## src/rtl/error_scan_pkg.sv

```systemverilog
// -----------------------------------------------------------------------------
// error_scan_pkg
//
// Purpose : Shared definitions for the error-counter scanner slice. Holds the
//           scan state enumeration and the default sizing constants used by
//           error_counter_scanner and its one-hot decoder.
//
// Contents:
//   DEF_NUM_CNT  - default number of error counters in the bank
//   DEF_CNT_W    - default counter width (also the shared count bus width)
//   DEF_IDX_W    - default counter index width (2**IDX_W >= NUM_CNT)
//   scan_state_e - IDLE, SELECT, PRESENT, CLEAR, DONE
//
// Optional feature macro used by this slice: ERR_SCAN_SKIP_ZERO_EN
// -----------------------------------------------------------------------------
package error_scan_pkg;

   localparam int DEF_NUM_CNT = 8;
   localparam int DEF_CNT_W   = 10;
   localparam int DEF_IDX_W   = 3;

   // IDLE    : waiting for a scan request
   // SELECT  : read enable of the current counter is high, bus settles
   // PRESENT : captured {index, count} offered downstream until acked
   // CLEAR   : one-cycle clear pulse to the counter just read
   // DONE    : one-cycle end-of-scan indication
   typedef enum logic [2:0] {
      IDLE    = 3'd0,
      SELECT  = 3'd1,
      PRESENT = 3'd2,
      CLEAR   = 3'd3,
      DONE    = 3'd4
   } scan_state_e;

endpackage : error_scan_pkg

```

## src/rtl/error_scan_onehot_dec.sv

```systemverilog
// -----------------------------------------------------------------------------
// error_scan_onehot_dec
//
// Purpose : Decodes the current counter index into the one-hot read-enable
//           and clear-pulse vectors that drive the counter bank. Each vector
//           is all-zero unless its enable is high, so at most one counter
//           ever drives the shared bus or sees a clear.
//
// Ports:
//   idx       in  IDX_W    index of the counter being addressed
//   read_en   in  1        request a read enable for counter idx
//   clear_en  in  1        request a clear pulse for counter idx
//   read_vec  out NUM_CNT  one-hot read enables
//   clear_vec out NUM_CNT  one-hot clear pulses
//
// Optional feature macro used by this slice: ERR_SCAN_SKIP_ZERO_EN (not
// referenced here).
// -----------------------------------------------------------------------------
module error_scan_onehot_dec
   import error_scan_pkg::*;
#(
   parameter int NUM_CNT = DEF_NUM_CNT,
   parameter int IDX_W   = DEF_IDX_W
) (
   input  logic [IDX_W-1:0]   idx,
   input  logic               read_en,
   input  logic               clear_en,
   output logic [NUM_CNT-1:0] read_vec,
   output logic [NUM_CNT-1:0] clear_vec
);

   // Indices at or above NUM_CNT match no bit, so an out-of-range index
   // can never select a counter.
   always_comb begin
      read_vec  = '0;
      clear_vec = '0;
      for (int i = 0; i < NUM_CNT; i++) begin
         if (idx == IDX_W'(i)) begin
            read_vec[i]  = read_en;
            clear_vec[i] = clear_en;
         end
      end
   end

endmodule : error_scan_onehot_dec

```

## src/rtl/error_counter_scanner.sv

```systemverilog
// -----------------------------------------------------------------------------
// error_counter_scanner
//
// Purpose : Walks a bank of NUM_CNT error counters that share one count bus.
//           For each counter in index order it raises that counter's read
//           enable for one cycle, captures the bus, and offers {index, count}
//           downstream with a valid/ack handshake. When ClearOnRead was high
//           at scan start, each counter gets a one-cycle clear pulse after it
//           is acked. Independently, AnyError is the registered OR of the
//           masked per-counter error flags.
//
// Ports:
//   Clk           in  1        clock, rising edge
//   Reset         in  1        asynchronous, active-low reset
//   ScanStart     in  1        start request, honoured only in IDLE
//   ScanAbort     in  1        level abort, ends the scan at once, no clear
//   ClearOnRead   in  1        clear each counter after ack (latched at start)
//   ErrorCountBus in  CNT_W    shared count bus, driven by selected counter
//   ErrorOutVec   in  NUM_CNT  masked per-counter error flags
//   ErrorRead     out NUM_CNT  one-hot read enables
//   ErrorReset    out NUM_CNT  one-hot one-cycle clear pulses
//   DataValid     out 1        DataIdx/DataCount hold a captured value
//   DataIdx       out IDX_W    index of presented counter
//   DataCount     out CNT_W    captured count
//   DataAck       in  1        consumer accept, effective while DataValid
//   Busy          out 1        high in every state except IDLE
//   ScanDone      out 1        one-cycle pulse after the last counter
//   AnyError      out 1        registered OR of ErrorOutVec
//
// Optional feature macro: ERR_SCAN_SKIP_ZERO_EN
//   Defined   : a captured count of zero is not presented and not cleared;
//               the scan moves straight on to the next counter.
//   Undefined : every counter is presented, zero counts included.
// -----------------------------------------------------------------------------
module error_counter_scanner
   import error_scan_pkg::*;
#(
   parameter int NUM_CNT = DEF_NUM_CNT,
   parameter int CNT_W   = DEF_CNT_W,
   parameter int IDX_W   = DEF_IDX_W
) (
   input  logic               Clk,
   input  logic               Reset,
   input  logic               ScanStart,
   input  logic               ScanAbort,
   input  logic               ClearOnRead,
   input  logic [CNT_W-1:0]   ErrorCountBus,
   input  logic [NUM_CNT-1:0] ErrorOutVec,
   output logic [NUM_CNT-1:0] ErrorRead,
   output logic [NUM_CNT-1:0] ErrorReset,
   output logic               DataValid,
   output logic [IDX_W-1:0]   DataIdx,
   output logic [CNT_W-1:0]   DataCount,
   input  logic               DataAck,
   output logic               Busy,
   output logic               ScanDone,
   output logic               AnyError
);

   localparam logic [IDX_W-1:0] LAST_IDX = IDX_W'(NUM_CNT - 1);

   scan_state_e        state_q, state_d;
   logic [IDX_W-1:0]   idx_q, idx_d;
   logic               cor_q, cor_d;
   logic               valid_q, valid_d;
   logic [IDX_W-1:0]   data_idx_q, data_idx_d;
   logic [CNT_W-1:0]   data_count_q, data_count_d;
   logic               any_error_q, any_error_d;

   // Where the scan goes once the current counter is finished with.
   scan_state_e        adv_state;
   logic [IDX_W-1:0]   adv_idx;
   logic               at_last;

   logic               read_en;
   logic               clear_en;

   // -------------------------------------------------------------------------
   // State register and all datapath flops
   // -------------------------------------------------------------------------
   always_ff @(posedge Clk or negedge Reset) begin
      if (!Reset) begin
         state_q      <= IDLE;
         idx_q        <= '0;
         cor_q        <= 1'b0;
         valid_q      <= 1'b0;
         data_idx_q   <= '0;
         data_count_q <= '0;
         any_error_q  <= 1'b0;
      end else begin
         state_q      <= state_d;
         idx_q        <= idx_d;
         cor_q        <= cor_d;
         valid_q      <= valid_d;
         data_idx_q   <= data_idx_d;
         data_count_q <= data_count_d;
         any_error_q  <= any_error_d;
      end
   end

   // -------------------------------------------------------------------------
   // Advance step shared by PRESENT, CLEAR and (optionally) SELECT. The index
   // saturates at the last counter rather than wrapping.
   // -------------------------------------------------------------------------
   assign at_last = (idx_q == LAST_IDX);

   always_comb begin
      adv_state = SELECT;
      adv_idx   = idx_q + IDX_W'(1);
      if (at_last) begin
         adv_state = DONE;
         adv_idx   = idx_q;
      end
   end

   // -------------------------------------------------------------------------
   // Next-state and datapath update
   // -------------------------------------------------------------------------
   always_comb begin
      state_d      = state_q;
      idx_d        = idx_q;
      cor_d        = cor_q;
      valid_d      = valid_q;
      data_idx_d   = data_idx_q;
      data_count_d = data_count_q;
      any_error_d  = |ErrorOutVec;

      // Abort outranks everything, including an ack arriving in the same
      // cycle, so the counter being presented is never cleared.
      if ((state_q != IDLE) && ScanAbort) begin
         state_d = IDLE;
         valid_d = 1'b0;
      end else begin
         unique case (state_q)
            IDLE: begin
               if (ScanStart && !ScanAbort) begin
                  idx_d   = '0;
                  cor_d   = ClearOnRead;
                  state_d = SELECT;
               end
            end

            SELECT: begin
`ifdef ERR_SCAN_SKIP_ZERO_EN
               if (ErrorCountBus == '0) begin
                  state_d = adv_state;
                  idx_d   = adv_idx;
               end else begin
                  data_count_d = ErrorCountBus;
                  data_idx_d   = idx_q;
                  valid_d      = 1'b1;
                  state_d      = PRESENT;
               end
`else
               data_count_d = ErrorCountBus;
               data_idx_d   = idx_q;
               valid_d      = 1'b1;
               state_d      = PRESENT;
`endif
            end

            PRESENT: begin
               if (DataAck) begin
                  valid_d = 1'b0;
                  if (cor_q) begin
                     state_d = CLEAR;
                  end else begin
                     state_d = adv_state;
                     idx_d   = adv_idx;
                  end
               end
            end

            CLEAR: begin
               state_d = adv_state;
               idx_d   = adv_idx;
            end

            DONE: begin
               state_d = IDLE;
            end

            default: begin
               state_d = IDLE;
               valid_d = 1'b0;
            end
         endcase
      end
   end

   // -------------------------------------------------------------------------
   // Outputs decoded from state. Strobes to the counter bank are gated by
   // ScanAbort so an abort takes effect within the same cycle.
   // -------------------------------------------------------------------------
   always_comb begin
      read_en  = (state_q == SELECT) && !ScanAbort;
      clear_en = (state_q == CLEAR)  && !ScanAbort;
      Busy     = (state_q != IDLE);
      ScanDone = (state_q == DONE)   && !ScanAbort;
   end

   error_scan_onehot_dec #(
      .NUM_CNT (NUM_CNT),
      .IDX_W   (IDX_W)
   ) u_onehot_dec (
      .idx       (idx_q),
      .read_en   (read_en),
      .clear_en  (clear_en),
      .read_vec  (ErrorRead),
      .clear_vec (ErrorReset)
   );

   assign DataValid = valid_q;
   assign DataIdx   = data_idx_q;
   assign DataCount = data_count_q;
   assign AnyError  = any_error_q;

endmodule : error_counter_scanner
```

## config.mk

```make
export PLATFORM = sky130hd
export DESIGN_NAME = error_counter_scanner
export DESIGN_NICKNAME = d
export VERILOG_FILES = /design/src/rtl/error_scan_pkg.sv /design/src/rtl/error_scan_onehot_dec.sv /design/src/rtl/error_counter_scanner.sv
export SDC_FILE = /design/constraint.sdc
export NUM_CORES = 1
export LEC_CHECK = 0
export CAP_MARGIN = 20
export CORE_MARGIN = 8
export CORE_UTILIZATION = 42
export DETAILED_ROUTE_END_ITERATION = 16
export PLACE_DENSITY = 0.91
export SYNTH_ARGS = -nofsm -noshare
export SYNTH_HDL_FRONTEND = slang
export SYNTH_SLANG_ARGS = --single-unit
```

## constraint.sdc

```tcl
create_clock -name Clk -period 2.09 [get_ports Clk]
set_clock_uncertainty 0.2 [all_clocks]
set_input_delay 0.209 -clock Clk [delete_from_list [all_inputs] [get_ports Clk]]
set_output_delay 0.209 -clock Clk [all_outputs]
set_load 0.05 [all_outputs]
```

Yosys cells after proc, flatten, opt, wreduce, memory -nomap -nowiden:

Cells that the tools add are included.

* flip-flop bits (word level): 22
* bits of input ports: 24
* output and inout port bits: 33

* add/subtract/negate cells: 1
* equality and inequality tests: 17
* multiplexer cells: 30
* bitwise gates (word level): 1
* reductions and logical operators: 17

Operators with widths (count)
* two-way mux 3 bit: 9
* two-way mux 1 bit: 18
* == test 3 bit, second input constant: 5
* == test 3 x 2 -> 1 bit, second input constant: 4
* case mux 3 bit (4 select lines): 1
* case mux 3 bit (3 select lines): 1
* OR reduction 8 bit: 1
* == test 3 x 1 -> 1 bit, second input constant: 2
* zero test 3 bit: 2
* != test 2 bit, second input constant: 3
* != test 3 bit, second input constant: 2
* AND reduction 2 bit: 3
* nonzero test 3 bit: 2
* logical AND 1 bit: 5
* AND reduction 5 bit: 1
* adder 3 x 1 -> 3 bit, second input constant: 1
* case mux 1 bit (3 select lines): 1
* AND reduction 3 bit: 1
* OR reduction 3 bit: 1
* != test 2 x 1 -> 1 bit, second input constant: 1
* zero test 1 bit: 1
* inverter 1 bit: 1

Logic depth before layout (Yosys ltp):

* depth in word-level cells: 6
* gate-level depth with buffers: 6
* depth with buffers taken out: 5

Cells and area by module:

From an unflattened synthesis, not the netlist that was laid out.

* cell total of the unflattened synthesis: 102
* area, all modules: 1271.2 um2

By module, submodules not included
* error_counter_scanner: times used 1, cells an instance 83, area each 1037.2 um2, sequential area each 550.5 um2
* error_scan_onehot_dec: times used 1, cells an instance 19, area each 234.0 um2, sequential area each 0.0 um2

Worst setup path before layout:

Ideal clock, no wire load.

* path kind: register to output
* start point: reg state_q[1]
* end point: out ErrorRead[0]
* arrival time: 1.436 ns
* setup slack: 0.245 ns
* stages on the path, launching flop included: 7
* path buffers: 2
* cells stage by stage: dfrtp_1 buf_6 inv_4 nand2_4 nor3_4 buf_6 and3_1

* longest elaborated chain between the ends: 3

RTL lines
* from (decl): line error_counter_scanner.sv:62 `scan_state_e state_q, state_d;`
* from (signal assigned): line error_counter_scanner.sv:91 `state_q <= state_d;`
* == test 3 x 1 -> 1 bit: line error_counter_scanner.sv:196 `read_en = (state_q == SELECT) && !ScanAbort;`
* logical AND 1 bit: line error_counter_scanner.sv:196
* two-way mux 1 bit: line error_scan_onehot_dec.sv:38 `if (idx == IDX_W'(i)) begin`
* to (decl): line error_counter_scanner.sv:49 `output logic [NUM_CNT-1:0] ErrorRead,`

Every way passes these cells.

Final worst setup path:

* start point: reg state_q[1]
* end point: out ErrorRead[1]

Same word-level chain as after synthesis.

==> qor.yml <==
status: "finished clean"
cts_buffer_depth: 2
fin_util_pct: 74.2
ant_nets: 0
io_buffers: 56
io_pins: 57
synth_most_common_cell: "dfrtp_1"
syn_inst: 104
power.density_nw_per_um2: 934
syn_to_final_growth_pct: 72.1
crit_path_start_kind: "register"
p_total_uw: 2080
slew-limit-headroom_pct: 63.6
nNetsFinal: 204
min_path_type: "primary input to asynchronous set/reset pin"
antenna_found_initial: 0
remaining_drc_errors: 0
drt_iter0_drc: 32
dieHeight_microns: 71.5
synth_top_area_cell: "dfrtp_1"
hold_viol: 0
ys_seq_elements: 22
crit_path_max_fanout: 11
via_per_inst: 5.36
clock-root-buffer: "clkbuf_4"
first_global_vias: 1190
reg2reg_depth: 5
slew_violations: 0
crit_start: "state_q[1]"
cp.required_ps: 1680
synth.distinct_cells: 34
grt_setup_unrepaired: "true"
yosysTopAreaCellShare_pct: 42.5
cp_common_cell: "buf_12"
max_stage_delay_ps: 430
grt_overflow: 0
synth_flop_cell: "dfrtp_1"
netlist_area_sq_um: 1290
layout_min_cycle_time_ps: 2050
insertion_delay_ps: 310
grtUsageTotal_pct: 13.8
max_freq_ghz: 0.487
r2r-start: "idx_q[0]"
path_clk_slew_ps: 130
async_reset_ff_share_pct: 100
cts.sink_count: 22
leakage_uw: 0.000993
crit_slowest_cell: "dfrtp_1"
dr.pass1.iters: 4
setup_viol: 0
grt_pass1_wl_mm: 5.79
synth_edf_count: 0
critPathCaptureType: "output port"
diodes: 0
numCtsBuffers: 3
yosysWarnings: 0
grt_max_degree: 23
r2r-end: "idx_q[0]"
cp_cell_sequence: "inv_4 -> nand2_4 -> nor3_4 -> buf_12 -> and3_4 -> buf_12"
seq_area_frac_synth_pct: 42.5
yosys-top-cells-area: "dfrtp_1 43%, mux2_4 14%, ha_1 6.8%"
drive_gt1_share_pct: 40.1
critical_path_class: "register to output port"
start_util_pct: 43.1
hpwl_mm: 2.71
die_w_microns: 71.5
drt-total-wl_mm: 3.65
wire_per_inst_microns: 17.8
core_area_sq_um: 3000
critPathArrivalTime_ps: 1640
rrSetupSlack_ps: 260
worst_slew_pin_slew_ps: 544
tns_ps: 0
period_share_pct: 98.3
h-tree-depth: 1
cts_tree: "built"
die_area_sq_um: 5120
synth_nets: 135
max_cap_viol_count: 0
ir_worst_vdd_v: 0.000571
synth_common_cells: "22 x dfrtp_1, 13 x and3_1, 12 x mux2_4"
synth_area_per_cell_sq_um: 12.5
gp_congestion: 0.795
rows: 20
via_count: 1098
-- routing by layer --
| layer | vias to the layer above | track usage [%] | part of all wire [%] |
|---|---|---|---|
| met4 | 0 | 6.35 | 2.1 |
| met1 | 544 | 14.1 | 37 |
| met5 | - | 0 | 0 |
| met2 | 40 | 25.5 | 55 |
| li1 | 508 | - | - |
| met3 | 6 | 3.63 | 6.8 |
-- registers in the layout, summed over array words and instances, names as in the netlist --
signal and count:
AnyError 1, DataCount 10, DataIdx 3, DataValid 1, cor_q 1, idx_q 3, state_q 3
-- worst max-delay path: cells and delay by family, from the launching register on --
family	cells	cell delay (ps)
buffers and inverters	3	380
DFF	1	430
and+or+nand+nor	3	520
-- per-stage QoR --
step	hold slack [ps]	worst slack, ps	cell area (sq um)	instances
2_1_floorplan	-287	245	1290	104
3_3_place_gp	267	94.0	2050	192
3_5_place_dp	286	25.2	2050	192
4_1_cts	25.8	11.1	2130	199
5_1_grt	46.1	-48.6	2230	205
6_report	20.2	36.5	2230	205
-- power by group --
group | internal [uW] | switching [uW]
clock | 194 | 138
combinational | 469 | 636
sequential | 552 | 93.5
-- kinds of logic (layout without fill, tap and decap cells) --
family          Yosys count  count (layout)  share of synthesized area (%)
mux                      16              16                           17.4
flops                    22              22                           42.5
compound gates           13              13                           7.34
simple gates             35              35                           19.9
buf+inv                  11              79                           6.09
fa+ha+maj                 7               7                           6.76
-- cell usage in the layout, fill, tap and decap left out, types with 2 or more instances in the layout --
cell,count
a21oi_1,3
ha_1,7
and3_4,6
dfrtp_2,4
nor3_2,2
mux2_4,12
and3_1,6
inv_1,6
a211o_1,2
clkdlybuf4s50_1,38
dfrtp_1,18
clkbuf_4,3
buf_4,11
o21ai_2,2
and2_1,5
nor2_1,2
a22o_1,2
buf_12,18
nor4_1,2
mux2_1,3
-- layout make-up --
class                      instances  area [sq um]
fill                             200           774
sequential                        22           556
timing repair buffer              68           848
tap                               33          41.3
multi-input combinational         71           702
clock inverter                     1          30.0
inverter                           7          28.8
clock buffer                       3          22.5
-- worst max path at each step --
stage / end / slack (ps)
after floorplan: ErrorRead[0] / 250
after global routing: ErrorRead[1] / -50
after CTS: ErrorReset[7] / 10
final: ErrorRead[1] / 40
after global placement: ErrorReset[6] / 90
after detailed placement: ErrorReset[6] / 30
-- repair_timing --
| item | in CTS | in global routing |
|---|---|---|
| setup buffers | 3 | 5 |
| gates cloned | 0 | 1 |
| pin swaps | 0 | 1 |
| gates resized for setup | 3 | 9 |
| hold buffers | 0 | 0 |
| setup endpoints to repair | 16 | 15 |
(Power assumes the default switching activity.)
